[src/rtl/cp0_pkg.sv]
// cp0_pkg
// Shared definitions for the CP0 exception path: exception codes, the
// exception scheduler FSM state type and the grant vector layout used by
// the slot priority encoder.
// No ports (package).
package cp0_pkg;

  localparam logic [4:0] EXC_INT    = 5'h00;
  localparam logic [4:0] EXC_HLT    = 5'h01;
  localparam logic [4:0] EXC_RESUME = 5'h02;
  localparam logic [4:0] EXC_ADEL   = 5'h04;
  localparam logic [4:0] EXC_ADES   = 5'h05;
  localparam logic [4:0] EXC_SYS    = 5'h08;
  localparam logic [4:0] EXC_BP     = 5'h09;
  localparam logic [4:0] EXC_RI     = 5'h0a;
  localparam logic [4:0] EXC_OF     = 5'h0c;

  typedef enum logic [1:0] {
    ST_RUN   = 2'd0,
    ST_TAKE  = 2'd1,
    ST_FLUSH = 2'd2,
    ST_HALT  = 2'd3
  } sched_state_t;

  // Grant bits 0..2 select pipeline slots ID/EX/MEM; the two above them
  // select an interrupt and an ERET.
  localparam int GNT_W    = 5;
  localparam int GNT_INT  = 3;
  localparam int GNT_ERET = 4;

endpackage

[src/rtl/ex_prio_enc.sv]
// ex_prio_enc
// Combinational one-hot priority selection among pending exception sources.
// Ports:
//   req_valid  in  per-slot exception request (bit2 = MEM, oldest)
//   int_pend   in  interrupt pending and attachable to the MEM instruction
//   eret_req   in  ERET present in MEM
//   grant      out one-hot winner, layout given by cp0_pkg GNT_* constants
module ex_prio_enc
  import cp0_pkg::*;
(
  input  logic [2:0]       req_valid,
  input  logic             int_pend,
  input  logic             eret_req,
  output logic [GNT_W-1:0] grant
);

  // Oldest instruction first; interrupts only after all synchronous
  // exceptions, and an ERET only when nothing else wants the pipe.
  always_comb begin
    grant = '0;
    if (req_valid[2])      grant[2]        = 1'b1;
    else if (req_valid[1]) grant[1]        = 1'b1;
    else if (req_valid[0]) grant[0]        = 1'b1;
    else if (int_pend)     grant[GNT_INT]  = 1'b1;
    else if (eret_req)     grant[GNT_ERET] = 1'b1;
  end

endmodule

[src/rtl/ex_sched.sv]
// ex_sched
// Exception scheduler: picks the winning exception/interrupt/ERET while the
// pipe is running, emits a one-cycle commit pulse to CP0, flushes and stalls
// the pipeline, and manages the halt/resume sequence.
// Ports:
//   clk, rst                    clock, asynchronous active-low reset
//   req_valid/code/pc/bd        per-slot exception requests (slot 2 = MEM)
//   mem_inst_valid              real instruction in MEM (interrupt anchor)
//   eret_req                    ERET present in MEM
//   ie_in, exl_in               STATUS.IE / STATUS.EXL
//   int_mask_in, int_sig_in     STATUS.IM / CAUSE.IP
//   hlt_in                      CP0 halt flag
//   ex_wb, ex_code, epc,        exception commit pulse with its code,
//   branch_delay_wb             raw faulting PC and branch-delay flag
//   eret_flush                  ERET commit pulse
//   pipe_flush, pipe_stall      pipeline control
module ex_sched
  import cp0_pkg::*;
#(
  parameter int FLUSH_CYCLES = 2,
  parameter int EX_CODE_W    = 5
) (
  input  logic                   clk,
  input  logic                   rst,
  input  logic [2:0]             req_valid,
  input  logic [3*EX_CODE_W-1:0] req_code,
  input  logic [95:0]            req_pc,
  input  logic [2:0]             req_bd,
  input  logic                   mem_inst_valid,
  input  logic                   eret_req,
  input  logic                   ie_in,
  input  logic                   exl_in,
  input  logic [7:0]             int_mask_in,
  input  logic [7:0]             int_sig_in,
  input  logic                   hlt_in,
  output logic                   ex_wb,
  output logic [EX_CODE_W-1:0]   ex_code,
  output logic [31:0]            epc,
  output logic                   branch_delay_wb,
  output logic                   eret_flush,
  output logic                   pipe_flush,
  output logic                   pipe_stall
);

  // The cycle that starts the flush counts as the first flush cycle.
  localparam logic [2:0] FLUSH_INIT = 3'(FLUSH_CYCLES - 1);

  sched_state_t           state;
  logic [2:0]             flush_cnt;
  logic                   halt_pend;
  logic                   hlt_low;
  logic                   int_pend;
  logic [GNT_W-1:0]       grant;
  logic                   take_exc;
  logic [EX_CODE_W-1:0]   sel_code;
  logic [31:0]            sel_pc;
  logic                   sel_bd;

  assign int_pend = ie_in & ~exl_in & (|(int_sig_in & int_mask_in));
  assign take_exc = |grant[GNT_INT:0];

  ex_prio_enc u_prio (
    .req_valid (req_valid),
    .int_pend  (int_pend & mem_inst_valid),
    .eret_req  (eret_req),
    .grant     (grant)
  );

  // An interrupt reports the PC and delay-slot flag of the MEM instruction
  // it is attached to.
  always_comb begin
    sel_code = '0;
    sel_pc   = '0;
    sel_bd   = 1'b0;
    for (int k = 0; k < 3; k++) begin
      if (grant[k]) begin
        sel_code = req_code[k*EX_CODE_W +: EX_CODE_W];
        sel_pc   = req_pc[k*32 +: 32];
        sel_bd   = req_bd[k];
      end
    end
    if (grant[GNT_INT]) begin
      sel_code = EX_CODE_W'(EXC_INT);
      sel_pc   = req_pc[95:64];
      sel_bd   = req_bd[2];
    end
  end

  // Requests are only looked at in RUN; anything arriving during TAKE or
  // FLUSH belongs to instructions being flushed and is dropped.
  always_ff @(posedge clk or negedge rst) begin
    if (!rst) begin
      state           <= ST_RUN;
      flush_cnt       <= '0;
      halt_pend       <= 1'b0;
      hlt_low         <= 1'b0;
      ex_wb           <= 1'b0;
      ex_code         <= '0;
      epc             <= '0;
      branch_delay_wb <= 1'b0;
      eret_flush      <= 1'b0;
      pipe_flush      <= 1'b0;
      pipe_stall      <= 1'b0;
    end else begin
      ex_wb           <= 1'b0;
      ex_code         <= '0;
      epc             <= '0;
      branch_delay_wb <= 1'b0;
      eret_flush      <= 1'b0;
      case (state)
        ST_RUN: begin
          if (take_exc) begin
            state           <= ST_TAKE;
            ex_wb           <= 1'b1;
            ex_code         <= sel_code;
            epc             <= sel_pc;
            branch_delay_wb <= sel_bd;
            pipe_flush      <= 1'b1;
            pipe_stall      <= 1'b1;
            flush_cnt       <= FLUSH_INIT;
            halt_pend       <= (sel_code == EX_CODE_W'(EXC_HLT));
          end else if (grant[GNT_ERET]) begin
            state      <= ST_FLUSH;
            eret_flush <= 1'b1;
            pipe_flush <= 1'b1;
            pipe_stall <= 1'b1;
            flush_cnt  <= FLUSH_INIT;
            halt_pend  <= 1'b0;
          end
        end
        ST_TAKE, ST_FLUSH: begin
          if (flush_cnt != 3'd0) begin
            state     <= ST_FLUSH;
            flush_cnt <= flush_cnt - 3'd1;
          end else begin
            pipe_flush <= 1'b0;
            halt_pend  <= 1'b0;
            hlt_low    <= 1'b0;
            if (halt_pend) begin
              state <= ST_HALT;
            end else begin
              state      <= ST_RUN;
              pipe_stall <= 1'b0;
            end
          end
        end
        ST_HALT: begin
          // Resume reports epc/bd as zero, which the defaults above supply.
          if (int_pend) begin
            state      <= ST_TAKE;
            ex_wb      <= 1'b1;
            ex_code    <= EX_CODE_W'(EXC_RESUME);
            pipe_flush <= 1'b1;
            flush_cnt  <= FLUSH_INIT;
          end else if (!hlt_in && hlt_low) begin
            state      <= ST_RUN;
            pipe_stall <= 1'b0;
          end else begin
            hlt_low <= !hlt_in;
          end
        end
        default: state <= ST_RUN;
      endcase
    end
  end

endmodule

[config.mk]
export PLATFORM = sky130hd
export DESIGN_NAME = ex_sched
export DESIGN_NICKNAME = d
export VERILOG_FILES = /design/src/rtl/cp0_pkg.sv /design/src/rtl/ex_prio_enc.sv /design/src/rtl/ex_sched.sv
export SDC_FILE = /design/constraint.sdc
export NUM_CORES = 1
export LEC_CHECK = 0
export ABC_AREA = 1
export CORE_UTILIZATION = 40
export CTS_CLUSTER_SIZE = 25
export DETAILED_ROUTE_END_ITERATION = 8
export PLACE_DENSITY = 0.86
export SYNTH_ARGS = -nofsm -noshare
export SYNTH_HDL_FRONTEND = slang
export SYNTH_SLANG_ARGS = --single-unit
[constraint.sdc]
create_clock -name clk -period 2.5 [get_ports clk]
set_input_delay 0.25 -clock clk [delete_from_list [all_inputs] [get_ports clk]]
set_output_delay 0.25 -clock clk [all_outputs]
set_load 0.005 [all_outputs]
==> results of run 1 <==
-- worst min-delay path by stage --
| stage | start | to | slack, ns | cells after the start |
|---|---|---|---|---|
| after floorplan | rst | branch_delay_wb | -0.05 | 0 |
| after global placement | rst | epc[20] | 0.24 | 1 |
| after detailed placement | rst | epc[14] | 0.24 | 1 |
| after CTS | rst | epc[20] | 0.46 | 2 |
| after global routing | pipe_flush | pipe_flush | 0.50 | 2 |
| final | rst | epc[20] | 0.45 | 2 |
-- repair_timing --
item / 4_1_cts / 5_1_grt
hold buffers: 1 / 0
hold endpoints to repair: 22 / 0
buffers inserted: 0 / 0
-- layer usage --
metal | vias up | part of all wire | GRT usage
met5 | - | 0 | 0
met4 | 0 | 0.030 | 0.103
met3 | 26 | 0.092 | 0.0622
met2 | 171 | 0.50 | 0.483
met1 | 1602 | 0.38 | 0.268
li1 | 1701 | - | -
-- sequential cells by signal, indices dropped and copies added (netlist names) --
name and count:
hlt_low 1, halt_pend 1, pipe_stall 1, ex_code 5, pipe_flush 1, ex_wb 1, branch_delay_wb 1, flush_cnt 3
epc 32, state 2, eret_flush 1
-- final cells by class --
cell class,count,area [um^2],share of cell area
multi-input cells,311,1520,0.309
inverters,16,60.1,0.0122
repair buffers,193,1900,0.387
clock buffers,7,86.3,0.0176
well taps,96,120,0.0245
flip-flops and latches,49,1230,0.250
-- stage by stage --
step	power, uW	setup slack, ns
3_3_place_gp	2720	0.517
4_1_cts	3240	0.759
2_1_floorplan	1890	1.06
5_1_grt	3460	0.571
6_report	3220	0.741
3_5_place_dp	2770	0.447
-- critical path, delay by kind of cell --
| kind | cells | cell delay, ns |
|---|---|---|
| AOI/OAI and AO/OA | 2 | 0.36 |
| buffers and inverters | 4 | 1.17 |
| and+or+nand+nor | 3 | 0.18 |
-- cells in the mapped netlist --
master    number  area [um^2]
inv_1         13         48.8
nand3_1       46          230
buf_4          4         30.0
buf_6          4         45.0
inv_2          2         7.51
nand2_2        1         6.26
o21ai_0       20          100
a211oi_2       9          113
ha_1           4         50.1
nor2_1        46          173
a211oi_1      24          180
o22ai_1        1         6.26
dfrtp_1       49         1230
nand4_1        7         43.8
buf_2          6         30.0
buf_1          2         7.51
clkinv_1       1         3.75
a21oi_1        4         20.0
nand2_1      128          480
clkbuf_1       9         33.8
xnor2_1        1         8.76
a22oi_1        1         7.51
o21ai_1       19         95.1
-- power by group through the flow --
stage,combinational [uW],sequential [uW],clock [uW]
floorplan,719,1170,0
global placement,1570,1150,0
detailed placement,1610,1160,0
CTS,1620,1140,476
global route,1790,1160,505
finish,1620,1140,464
-- logic make-up (layout without fill, tap and decap cells) --
| group | Yosys count | count (layout) | share of synthesized area |
|---|---|---|---|
| compound gates | 78 | 78 | 0.177 |
| xor+xnor | 1 | 1 | 0.00297 |
| buf+inv | 41 | 216 | 0.0701 |
| simple gates | 228 | 228 | 0.317 |
| flops | 49 | 49 | 0.416 |
| fa+ha+maj | 4 | 4 | 0.0170 |
==> flow_metrics.env, run 1 <==
export IMPL_initial_core_util=0.424
export IMPL_via_per_inst=5.21
export IMPL_ir_drop_mv=0.376
export IMPL_r2r_setup_slack_ns=0.76
export IMPL_grt_overflow_total=0
export IMPL_hold_viol=0
export IMPL_path_cells="clkdlybuf4s50_1 > inv_2 > nand2_2 > inv_2 > buf_4 > nand2_1 > nand3_1 > o21ai_0 > a211oi_1"
export IMPL_numCtsBuffers=5
export IMPL_seqPwrFrac=0.354
export IMPL_nets=720
export IMPL_clockPowerShare=0.144
export IMPL_p_comb_frac=0.502
export IMPL_p_int_uw=2120
export IMPL_critical_path_class="input pin to flip-flop"
export IMPL_portBuffers=181
export IMPL_cts_root_buf="clkbuf_8"
export IMPL_final_util=0.707
export IMPL_layout_commonest_cell="clkdlybuf4s50_1"
export IMPL_grt_pass1_vias=3452
export IMPL_track_usage=0.255
export IMPL_worstPathArrival_ns=1.97
export IMPL_place_congestion=0.845
export IMPL_clk_path_buf_depth=2
export IMPL_swShare=0.342
export IMPL_antenna_left=0
export IMPL_place_area_um2=4810
export IMPL_drv_slew=0
export IMPL_drt_pass1_iterations=4
export IMPL_period_minus_slack_ns=1.76
export IMPL_dieArea_um2=7710
export IMPL_p_leak_uw=0.00211
export IMPL_place_hpwl_mm=7.57
export IMPL_drive_gt1_frac=0.0538
export IMPL_fp_row_count=30
export IMPL_path_common_cell="inv_2"
export IMPL_synthCells=401
export IMPL_p_switching_uw=1100
export IMPL_synth_fp_nets=545
export IMPL_rr_startpoint="state[0]"
export IMPL_synth_cell_types=23
export IMPL_clock_fmax_mhz=569
export IMPL_cts_sinks=49
export IMPL_setup_violations_final=0
export IMPL_drt_wirelength_per_cell_um=14.2
export IMPL_cts_resized_gates=0
export IMPL_syn_mean_instance_area_um2=7.35
export IMPL_skew_ns=0.00518
export IMPL_areaGrowthSynthToFinish_pct=66.6
export IMPL_required_ns=2.71
export IMPL_grt_max_degree=67
export IMPL_crit_start="req_valid[2]"
export IMPL_cts_tree="yes"
export IMPL_stdcell_count=672
export IMPL_place_inst=664
export IMPL_layout_common_cells="180 x clkdlybuf4s50_1, 128 x nand2_1, 49 x dfrtp_1, 46 x nand3_1, 45 x nor2_1"
export IMPL_drt_iter0_drc=178
export IMPL_cp_slowest_cell="clkdlybuf4s50_1"
export IMPL_clk_latency_ns=0.29
export IMPL_whs_ns=0.450
export IMPL_min_period_over_period=0.704
export IMPL_rsz0062_at_grt="false"
export IMPL_grt_pass1_wl_mm=15.2
export IMPL_fin_setup_tns_ns=0
export IMPL_die_y_um=87.8
export IMPL_reg2reg_depth=9
export IMPL_cpPeakStageDelay_ns=0.50
export IMPL_final_area_um2=4910
export IMPL_worstPathMaxFanout=25
export IMPL_worstMarginPinSlew_ns=0.590
export IMPL_min_path_type="input pin to asynchronous set/reset pin"
export IMPL_netlist_area_um2=2950
export IMPL_r2r_end="halt_pend"
export IMPL_crit_path_end_kind="flip-flop"
export IMPL_yosys_warnings=0
export IMPL_wl_mm=9.56
export IMPL_num_vias=3500
export IMPL_n_fill_cell=551
export IMPL_power_density_nw_per_um2=656
export IMPL_core_um2=6940
export IMPL_crit_path_end="epc[4]"
export IMPL_htreeDepth=2
export IMPL_ys_ff_latch=49
export IMPL_status="finished, final reports clean"
export IMPL_drv_cap=0
export IMPL_die_w_um=87.8
export IMPL_yosysSeqAreaShare=0.416
export IMPL_diodes=0
export IMPL_drc_errors=0
export IMPL_ioPinCount=182
export IMPL_worst_setup_path_start_kind="input pin"
export IMPL_relSlewSlack=0.607
export IMPL_antenna_found_initial=0
export IMPL_clk_pin_slew_ns=0.08
Power figures use the tool's default switching activity.
==> inputs of run 2 (changes only) <==
- CORE_UTILIZATION: 40 -> 38
- PLACE_DENSITY: 0.86 -> 0.82
- clock period: 2.5 -> 1.84 ns (I/O delays scaled with it)
==> run 2 against run 1 <==
Critical path depth is the same; sequential power rose by 36%; sequential share of layout area fell by 0.52 points; power is 41% higher; die area rose by 5.1%; clock-buffer cell count decreased by 1; global-route usage shrank 2.3 points; wire length is 3.5% lower; non-clock buffer count rose by 4; combinational power increased by 36%; critical endpoint is now halt_pend; largest power group unchanged.
==> flow_metrics.env, run 2 (synthesized netlist as in run 1, its figures left out) <==
export IMPL_drt_wirelength_per_cell_um=13.6
export IMPL_grt_pass1_vias=3256
export IMPL_p_leak_uw=0.00216
export IMPL_required_ns=2.04
export IMPL_nets=724
export IMPL_layout_commonest_cell="clkdlybuf4s50_1"
export IMPL_place_congestion=0.960
export IMPL_n_fill_cell=585
export IMPL_ir_drop_mv=0.428
export IMPL_relSlewSlack=0.612
export IMPL_r2r_end="halt_pend"
export IMPL_critical_path_class="flip-flop to flip-flop"
export IMPL_drv_slew=0
export IMPL_worstMarginPinSlew_ns=0.583
export IMPL_clock_fmax_mhz=593
export IMPL_num_vias=3388
export IMPL_rsz0062_at_grt="false"
export IMPL_r2r_setup_slack_ns=0.15
export IMPL_reg2reg_depth=9
export IMPL_grt_pass1_wl_mm=15.2
export IMPL_period_minus_slack_ns=1.69
export IMPL_top_regs="epc: 32 flops, ex_code: 5 flops, flush_cnt: 3 flops"
export IMPL_largest_reg_flops=32
export IMPL_htreeDepth=2
export IMPL_antenna_left=0
export IMPL_drt_pass1_iterations=4
export IMPL_setup_violations_final=0
export IMPL_place_hpwl_mm=7.37
export IMPL_clk_path_buf_depth=2
export IMPL_multi_input_area_um2=1520
export IMPL_numCtsBuffers=5
export IMPL_areaGrowthSynthToFinish_pct=70.1
export IMPL_diodes=0
export IMPL_whs_ns=0.415
export IMPL_largest_register="epc"
export IMPL_drive_gt1_frac=0.0637
export IMPL_cts_sinks=49
export IMPL_rr_startpoint="state[0]"
export IMPL_power_uw=4560
export IMPL_drv_cap=0
export IMPL_portBuffers=181
export IMPL_fin_ws_ns=0.153
export IMPL_fin_setup_tns_ns=0
export IMPL_ioPinCount=182
export IMPL_fp_row_count=31
export IMPL_die_y_um=90.1
export IMPL_clk_latency_ns=0.30
export IMPL_hold_viol=0
export IMPL_crit_path_end_kind="flip-flop"
export IMPL_min_path_type="input pin to asynchronous set/reset pin"
export IMPL_status="finished, final reports clean"
export IMPL_track_usage=0.232
export IMPL_antenna_found_initial=0
export IMPL_regArea_um2=1230
export IMPL_skew_ns=0.00637
export IMPL_drc_errors=0
export IMPL_cts_resized_gates=0
export IMPL_cts_tree="yes"
export IMPL_power_density_nw_per_um2=909
export IMPL_dieArea_um2=8110
export IMPL_wl_mm=9.22
export IMPL_grt_max_degree=37
export IMPL_cts_root_buf="clkbuf_8"
export IMPL_worst_setup_path_start_kind="flip-flop"
export IMPL_via_per_inst=4.98
export IMPL_layout_common_cells="180 x clkdlybuf4s50_1, 128 x nand2_1, 49 x dfrtp_1, 46 x nand3_1, 45 x nor2_1"
export IMPL_drt_iter0_drc=180
export IMPL_min_period_over_period=0.917
export IMPL_grt_overflow_total=0
export IMPL_clk_pin_slew_ns=0.09
export IMPL_post_place_ws_ns=0.00903
export IMPL_worstPathArrival_ns=1.89
export IMPL_core_um2=7370
export IMPL_initial_core_util=0.400
export IMPL_die_w_um=90.1
export IMPL_worstPathMaxFanout=8
==> run 2: cell count changes in the layout (fill, tap and decap cells not counted), sizes merged <==
cell / before / now
buf: 12 / 16
bufinv: 0 / 1
clkbuf: 7 / 6
clkinvlp: 0 / 1
==> run 2: through the flow <==
| step | utilization | cell area (um^2) | instances |
|---|---|---|---|
| 6_report | 0.680 | 5010 | 680 |
| 5_1_grt | 0.680 | 5010 | 680 |
| 4_1_cts | 0.680 | 5010 | 680 |
| 3_5_place_dp | 0.663 | 4880 | 671 |
| 3_3_place_gp | 0.663 | 4880 | 671 |
| 2_1_floorplan | - | 2950 | 401 |
==> run 2: where the power goes <==
group | switching (uW) | leakage [uW] | internal (uW)
clock | 351 | 0.0000574 | 442
combinational | 1020 | 0.00146 | 1190
sequential | 131 | 0.000642 | 1420
total | 1510 | 0.00216 | 3050
==> run 2: repair_timing <==
action	CTS	global route
endpoints found under the hold margin	24	0
hold buffers	1	0
setup buffers	0	0
==> run 2: worst max-delay path by stage <==
stage,cells past startpoint,slack [ns],end,startpoint
floorplan,5,0.40,pipe_stall,state[0]
global placement,7,0.06,epc[15],req_valid[1]
detailed placement,7,0.009,epc[9],req_valid[1]
CTS,9,0.18,halt_pend,state[0]
global route,8,0.05,flush_cnt[1],state[0]
finish,9,0.15,halt_pend,state[0]
==> run 2: critical path, stage by stage (launching register included) <==
cell     delay [ns]
dfrtp_1        0.38
inv_1          0.05
ha_1           0.43
inv_1          0.18
nor2_1         0.17
inv_1          0.11
o21ai_0        0.10
nand2_1        0.07
nand2_1        0.05
nand2_1        0.05
==> run 2: layout make-up <==
cell class / instances / share of cell area
Sequential cell: 49 / 0.245
Clock inverter: 2 / 0.00749
Tap cell: 99 / 0.0247
Timing Repair Buffer: 197 / 0.392
Clock buffer: 6 / 0.0165
Inverter: 16 / 0.0120
Multi-Input combinational cell: 311 / 0.302
==> run 2: layer usage <==
layer	vias up	track usage	routed length [um]
li1	1708	-	-
met1	1505	0.262	3660
met2	159	0.424	4620
met3	16	0.0643	765
met4	0	0.0632	176
met5	-	0	0
